==> src/rtl/stage2_window_buffer.sv <==
// Raster-order 5x5 sliding-window generator feeding the stage-2 conv kernel.
// One-cycle latency from completing pixel to window; no backpressure (one window per cycle max).
module stage2_window_buffer #(
   parameter int IMG_W = 12,
   parameter int IMG_H = 12,
   parameter int K     = 5,
   parameter int DW    = 20
) (
   input  logic                 clk,
   input  logic                 reset,
   input  logic                 i_in_valid,
   input  logic                 i_frame_start,
   input  logic [DW-1:0]        i_in_pixel,
   output logic                 o_ot_valid,
   output logic [K*K*DW-1:0]    o_ot_fmap,
   output logic [3:0]           o_ot_row,
   output logic [3:0]           o_ot_col,
   output logic                 o_frame_done
);

   localparam logic [3:0] COL_LAST = 4'(IMG_W - 1);
   localparam logic [3:0] ROW_LAST = 4'(IMG_H - 1);
   localparam logic [3:0] KM1      = 4'(K - 1);

   logic [3:0]           col_q, col_d, row_q, row_d;
   logic [3:0]           cur_col, cur_row;
   logic [DW-1:0]        lb_q  [K-1][IMG_W];
   logic [DW-1:0]        lb_d  [K-1][IMG_W];
   logic [DW-1:0]        win_q [K][K];
   logic [DW-1:0]        win_d [K][K];
   logic                 ot_valid_q, ot_valid_d;
   logic                 frame_done_q, frame_done_d;
   logic [K*K*DW-1:0]    ot_fmap_q, ot_fmap_d;
   logic [3:0]           ot_row_q, ot_row_d, ot_col_q, ot_col_d;

   always_comb begin
      col_d        = col_q;
      row_d        = row_q;
      lb_d         = lb_q;
      win_d        = win_q;
      ot_valid_d   = 1'b0;
      frame_done_d = 1'b0;
      ot_fmap_d    = ot_fmap_q;
      ot_row_d     = ot_row_q;
      ot_col_d     = ot_col_q;
      // A frame-start pixel is (0,0) whatever the counters say.
      cur_col      = i_frame_start ? 4'd0 : col_q;
      cur_row      = i_frame_start ? 4'd0 : row_q;

      if (i_in_valid) begin
         for (int y = 0; y < K; y++) begin
            for (int x = 0; x < K - 1; x++) begin
               win_d[y][x] = win_q[y][x+1];
            end
         end
         for (int y = 0; y < K - 1; y++) begin
            win_d[y][K-1] = lb_q[y][cur_col];
         end
         win_d[K-1][K-1] = i_in_pixel;

         for (int k = 0; k < K - 2; k++) begin
            lb_d[k][cur_col] = lb_q[k+1][cur_col];
         end
         lb_d[K-2][cur_col] = i_in_pixel;

         if (cur_col == COL_LAST) begin
            col_d = 4'd0;
            row_d = (cur_row == ROW_LAST) ? 4'd0 : cur_row + 4'd1;
         end else begin
            col_d = cur_col + 4'd1;
            row_d = cur_row;
         end

         // Window is complete only once K rows and K columns of this frame exist.
         if (cur_row >= KM1 && cur_col >= KM1) begin
            ot_valid_d   = 1'b1;
            ot_row_d     = cur_row - KM1;
            ot_col_d     = cur_col - KM1;
            frame_done_d = (cur_row == ROW_LAST) && (cur_col == COL_LAST);
            for (int y = 0; y < K; y++) begin
               for (int x = 0; x < K; x++) begin
                  ot_fmap_d[(y*K+x)*DW +: DW] = win_d[y][x];
               end
            end
         end
      end
   end

   always_ff @(posedge clk) begin
      if (reset) begin
         col_q        <= 4'd0;
         row_q        <= 4'd0;
         win_q        <= '{default: '0};
         ot_valid_q   <= 1'b0;
         frame_done_q <= 1'b0;
         ot_fmap_q    <= '0;
         ot_row_q     <= 4'd0;
         ot_col_q     <= 4'd0;
      end else begin
         col_q        <= col_d;
         row_q        <= row_d;
         win_q        <= win_d;
         ot_valid_q   <= ot_valid_d;
         frame_done_q <= frame_done_d;
         ot_fmap_q    <= ot_fmap_d;
         ot_row_q     <= ot_row_d;
         ot_col_q     <= ot_col_d;
      end
   end

   // Line buffers carry no reset; the emit condition keeps stale rows out of windows.
   always_ff @(posedge clk) begin
      if (!reset) begin
         lb_q <= lb_d;
      end
   end

   assign o_ot_valid   = ot_valid_q;
   assign o_ot_fmap    = ot_fmap_q;
   assign o_ot_row     = ot_row_q;
   assign o_ot_col     = ot_col_q;
   assign o_frame_done = frame_done_q;

endmodule

==> config.mk <==
export PLATFORM = sky130hd
export DESIGN_NAME = stage2_window_buffer
export DESIGN_NICKNAME = d
export VERILOG_FILES = /design/src/rtl/stage2_window_buffer.sv
export SDC_FILE = /design/constraint.sdc
export NUM_CORES = 2
export LEC_CHECK = 0
export CAP_MARGIN = 20
export CORE_MARGIN = 4
export CORE_UTILIZATION = 52
export DETAILED_ROUTE_END_ITERATION = 12
export GPL_ROUTABILITY_DRIVEN = 0
export PLACE_DENSITY_LB_ADDON = 0.1
export SETUP_SLACK_MARGIN = 0.15
export SLEW_MARGIN = 10
export SYNTH_ARGS = -nofsm -noshare
export SYNTH_HDL_FRONTEND = slang
export SYNTH_SLANG_ARGS = --single-unit
==> constraint.sdc <==
create_clock -name clk -period 3.8 [get_ports clk]
set_input_delay 0.38 -clock clk [delete_from_list [all_inputs] [get_ports clk]]
set_output_delay 0.38 -clock clk [all_outputs]
set_load 0.02 [all_outputs]
==> summary.txt <==
Run status
  • Run status: complete, no violations

Worst setup path
  • Type of origin of the critical path: flip-flop
  • Setup Crit Path Kind: flip-flop to flip-flop
  • Worst setup EP type: flip-flop
  • Critical Path RT: 4.23 ns
  • Worst EP arrival: approximately 3.6 ns
  • Crit Path Max Fanout: 94
  • Critical Path Start: col_q[1]
  • Reg2reg start: col_q[1]

Logic synthesis
  • Syn_nets: between 5000 and 6000
  • Synth Cell Area: around 0.07 sq mm
  • Mean Syn Cell Area: approximately 12 sq um
  • Mapped Cells: ~5600
  • Synth unique cells: 40
  • Ys async rst share: 0%
  • Largest cells by area after synthesis: edfxtp_1 42%, dfxtp_1 27%, mux2i_1 9.3%
  • Synth Flop Type: edfxtp_1
  • Area share of the largest cell type after synthesis: 41.7%
  • Synth Warn #: 0
  • Sequential share of the synthesized area: approximately two thirds
  • Cell taking the most area after synthesis: edfxtp_1
  • EDFF count, synth: 960
  • Seq cells post-synth: 1878

Power
  • Sequential Power Share: a little over half
  • Pint: approximately 33000 uW
  • Switching power: 9100 uW
  • Leakage: ~0.028 uW
  • Final Total Pwr: approximately 42000 uW
  • Peak VDD IR: 0.509 mV
  • Sw frac: between 20% and 30%
  • Power per cell area: 505 mW/mm^2
  • Clock share of power: between 40% and 50%
  • Gate power share: 4.2%

STA
  • Maximum clock rate: around 310 MHz
  • Fin. max-slew vios: 0
  • Final setup violating endpoints: 0
  • Relative slew slack: about a quarter
  • Fin Setup TNS: 0 ns
  • Worst Max-Slew Pin Slew: between 1 and 1.5 ns
  • Final hold viol count: 0
  • RSZ-0062 raised after global routing: no
  • Minimum clock period: 3.20 ns
  • Layout Skew: between 0.02 and 0.03 ns
  • Period utilization: 84.2%

Global routing
  • Antenna violations before repair: 2
  • GRT Residual Overflow: 0
  • First-pass GRT wire length: 290000 um
  • Global Route Usage Sum: 28.0%
  • Vias in the first global route: roughly 43000
  • Largest net degree at the start of global routing: 236

Clocking
  • CTS sink count: 1878
  • CTS Root Cell: clkbuf_16
  • Clock tree from TritonCTS: yes
  • Worst-path clk slew: 0.06 ns
  • Total CTS buffers: ~190
  • Clk_lat worst skew: between 0.7 and 0.8 ns
  • # H-tree levels: 4
  • Longest Clk Path Bufs: 3

Die
  • Die area: between 0.1 and 0.15 sq mm
  • Row Count: roughly 130
  • Initial core utilization: a little over half
  • Die width: roughly 370 um
  • Core Area: approximately 0.13 sq mm
  • Number of I/O pins: 534
  • Die Y: between 300 and 400 um

Place
  • Port-buffer cells: about 530
  • Dpl hpwl: 127000 um
  • Placed cell areas: 0.0766 sq mm

Drt
  • DRT Pass-1 Iters: 6
  • Initial DRC count: approximately 5000
  • Via density: between 5 and 6
  • DRT antenna net count: 0
  • Post-DR wirelength/cell: around 25 um
  • WL final: around 200000 um
  • Residual DRC count: 0
  • Vias: about 46000

Min path
  • Hold Path Class: primary input to flip-flop
  • Hold Startpoint: i_frame_start

Cells and area
  • Layout area overhead: 19.7%
  • Most common cell after layout, fill and taps aside: nand2_1
  • Design area: ~0.083 sq mm
  • Fraction of layout cells with a size suffix above 1: 8.25%
  • Nets: 6107
  • Most frequent cells in the layout: 994 x nand2_1, 960 x edfxtp_1, 916 x dfxtp_1

Job
  • Max Cap Violations: 0
[synthesized netlist by cell type, drive strengths merged, types with 82 or more instances]
master    n
buf     161
edfxtp  960
dfxtp   918
nor2    492
clkbuf  253
a21oi   510
and2     82
o21ai    85
mux2i   641
nand2   995
a311oi  161
[cell type report]
| type | instances | area [sq um] |
|---|---|---|
| Tap cell | 1755 | 2200 |
| Clock inverter | 55 | 524 |
| Multi-Input combinational cell | 3336 | 20200 |
| Sequential cell | 1878 | 47200 |
| Antenna cell | 1 | 2.50 |
| Timing Repair Buffer | 668 | 7020 |
| Fill cell | 10300 | 49100 |
| Inverter | 5 | 21.3 |
| Clock buffer | 288 | 5520 |
[worst paths after layout]
check                   end  slack [ns]  depth (start not counted)
max reg2reg       lb_q[864]        0.60                          6
max               lb_q[864]        0.60                          6
min reg2reg  o_ot_fmap[315]        0.45                          2
min             o_ot_col[2]        0.26                          3
[sequential cells by signal (all words and copies together), names as in the netlist]
signal,count
o_ot_valid,1
o_ot_fmap,500
lb_q,960
o_ot_row,4
win_q,400
col_q,4
o_frame_done,1
o_ot_col,4
row_q,4
[power groups by stage]
stage,Sequential (uW),Combinational (uW),Clock (uW)
2_1_floorplan,22200,1180,0
3_3_place_gp,22300,1730,0
3_5_place_dp,22300,1760,0
4_1_cts,21900,1770,18300
5_1_grt,21900,1900,19300
6_report,21900,1770,18100
[repair_timing]
| action | CTS | global route |
|---|---|---|
| setup buffers | 0 | 0 |
| hold buffers | 2 | 0 |
| endpoints found under the hold margin | 60 | 0 |
| resized for setup | 0 | 0 |
| endpoints found under the setup margin | 0 | 0 |
[metal layers]
| metal | track usage [%] | up-vias | routed length (um) |
|---|---|---|---|
| met3 | 4.67 | 286 | 15100 |
| met2 | 43.3 | 1748 | 90700 |
| met5 | 0 | - | 0 |
| met1 | 40.9 | 23200 | 87700 |
| li1 | - | 21100 | - |
| met4 | 8.25 | 0 | 5680 |
[worst max-delay path: stages, from the launching register on]
cell	delay [ns]
dfxtp_4	0.65
buf_12	0.56
buf_4	0.35
mux2i_1	0.21
a221oi_1	0.10
o211ai_1	0.48
nand2_1	0.37
[through the flow]
stage | worst slack [ns] | cells | hold slack (ns) | util, %
2_1_floorplan | 0.675 | 5633 | 0.431 | -
3_3_place_gp | 0.626 | 7639 | 0.439 | 58.1
3_5_place_dp | 0.650 | 7639 | 0.444 | 58.1
4_1_cts | 0.637 | 7984 | 0.197 | 62.8
5_1_grt | 0.428 | 7985 | 0.268 | 62.8
6_report | 0.599 | 7986 | 0.264 | 62.8
[kinds of logic after synthesis]
kind of cell               Yosys count  synth area share, %
and+or+nand+nor                   1601                 9.13
adders and majority gates            9                0.163
DFF                               1878                 68.3
AOI/OAI and AO/OA                 1005                 9.21
muxes                              721                 10.6
buffers and inverters              419                 2.58
Note: power is estimated with default switching activity, not from simulation.
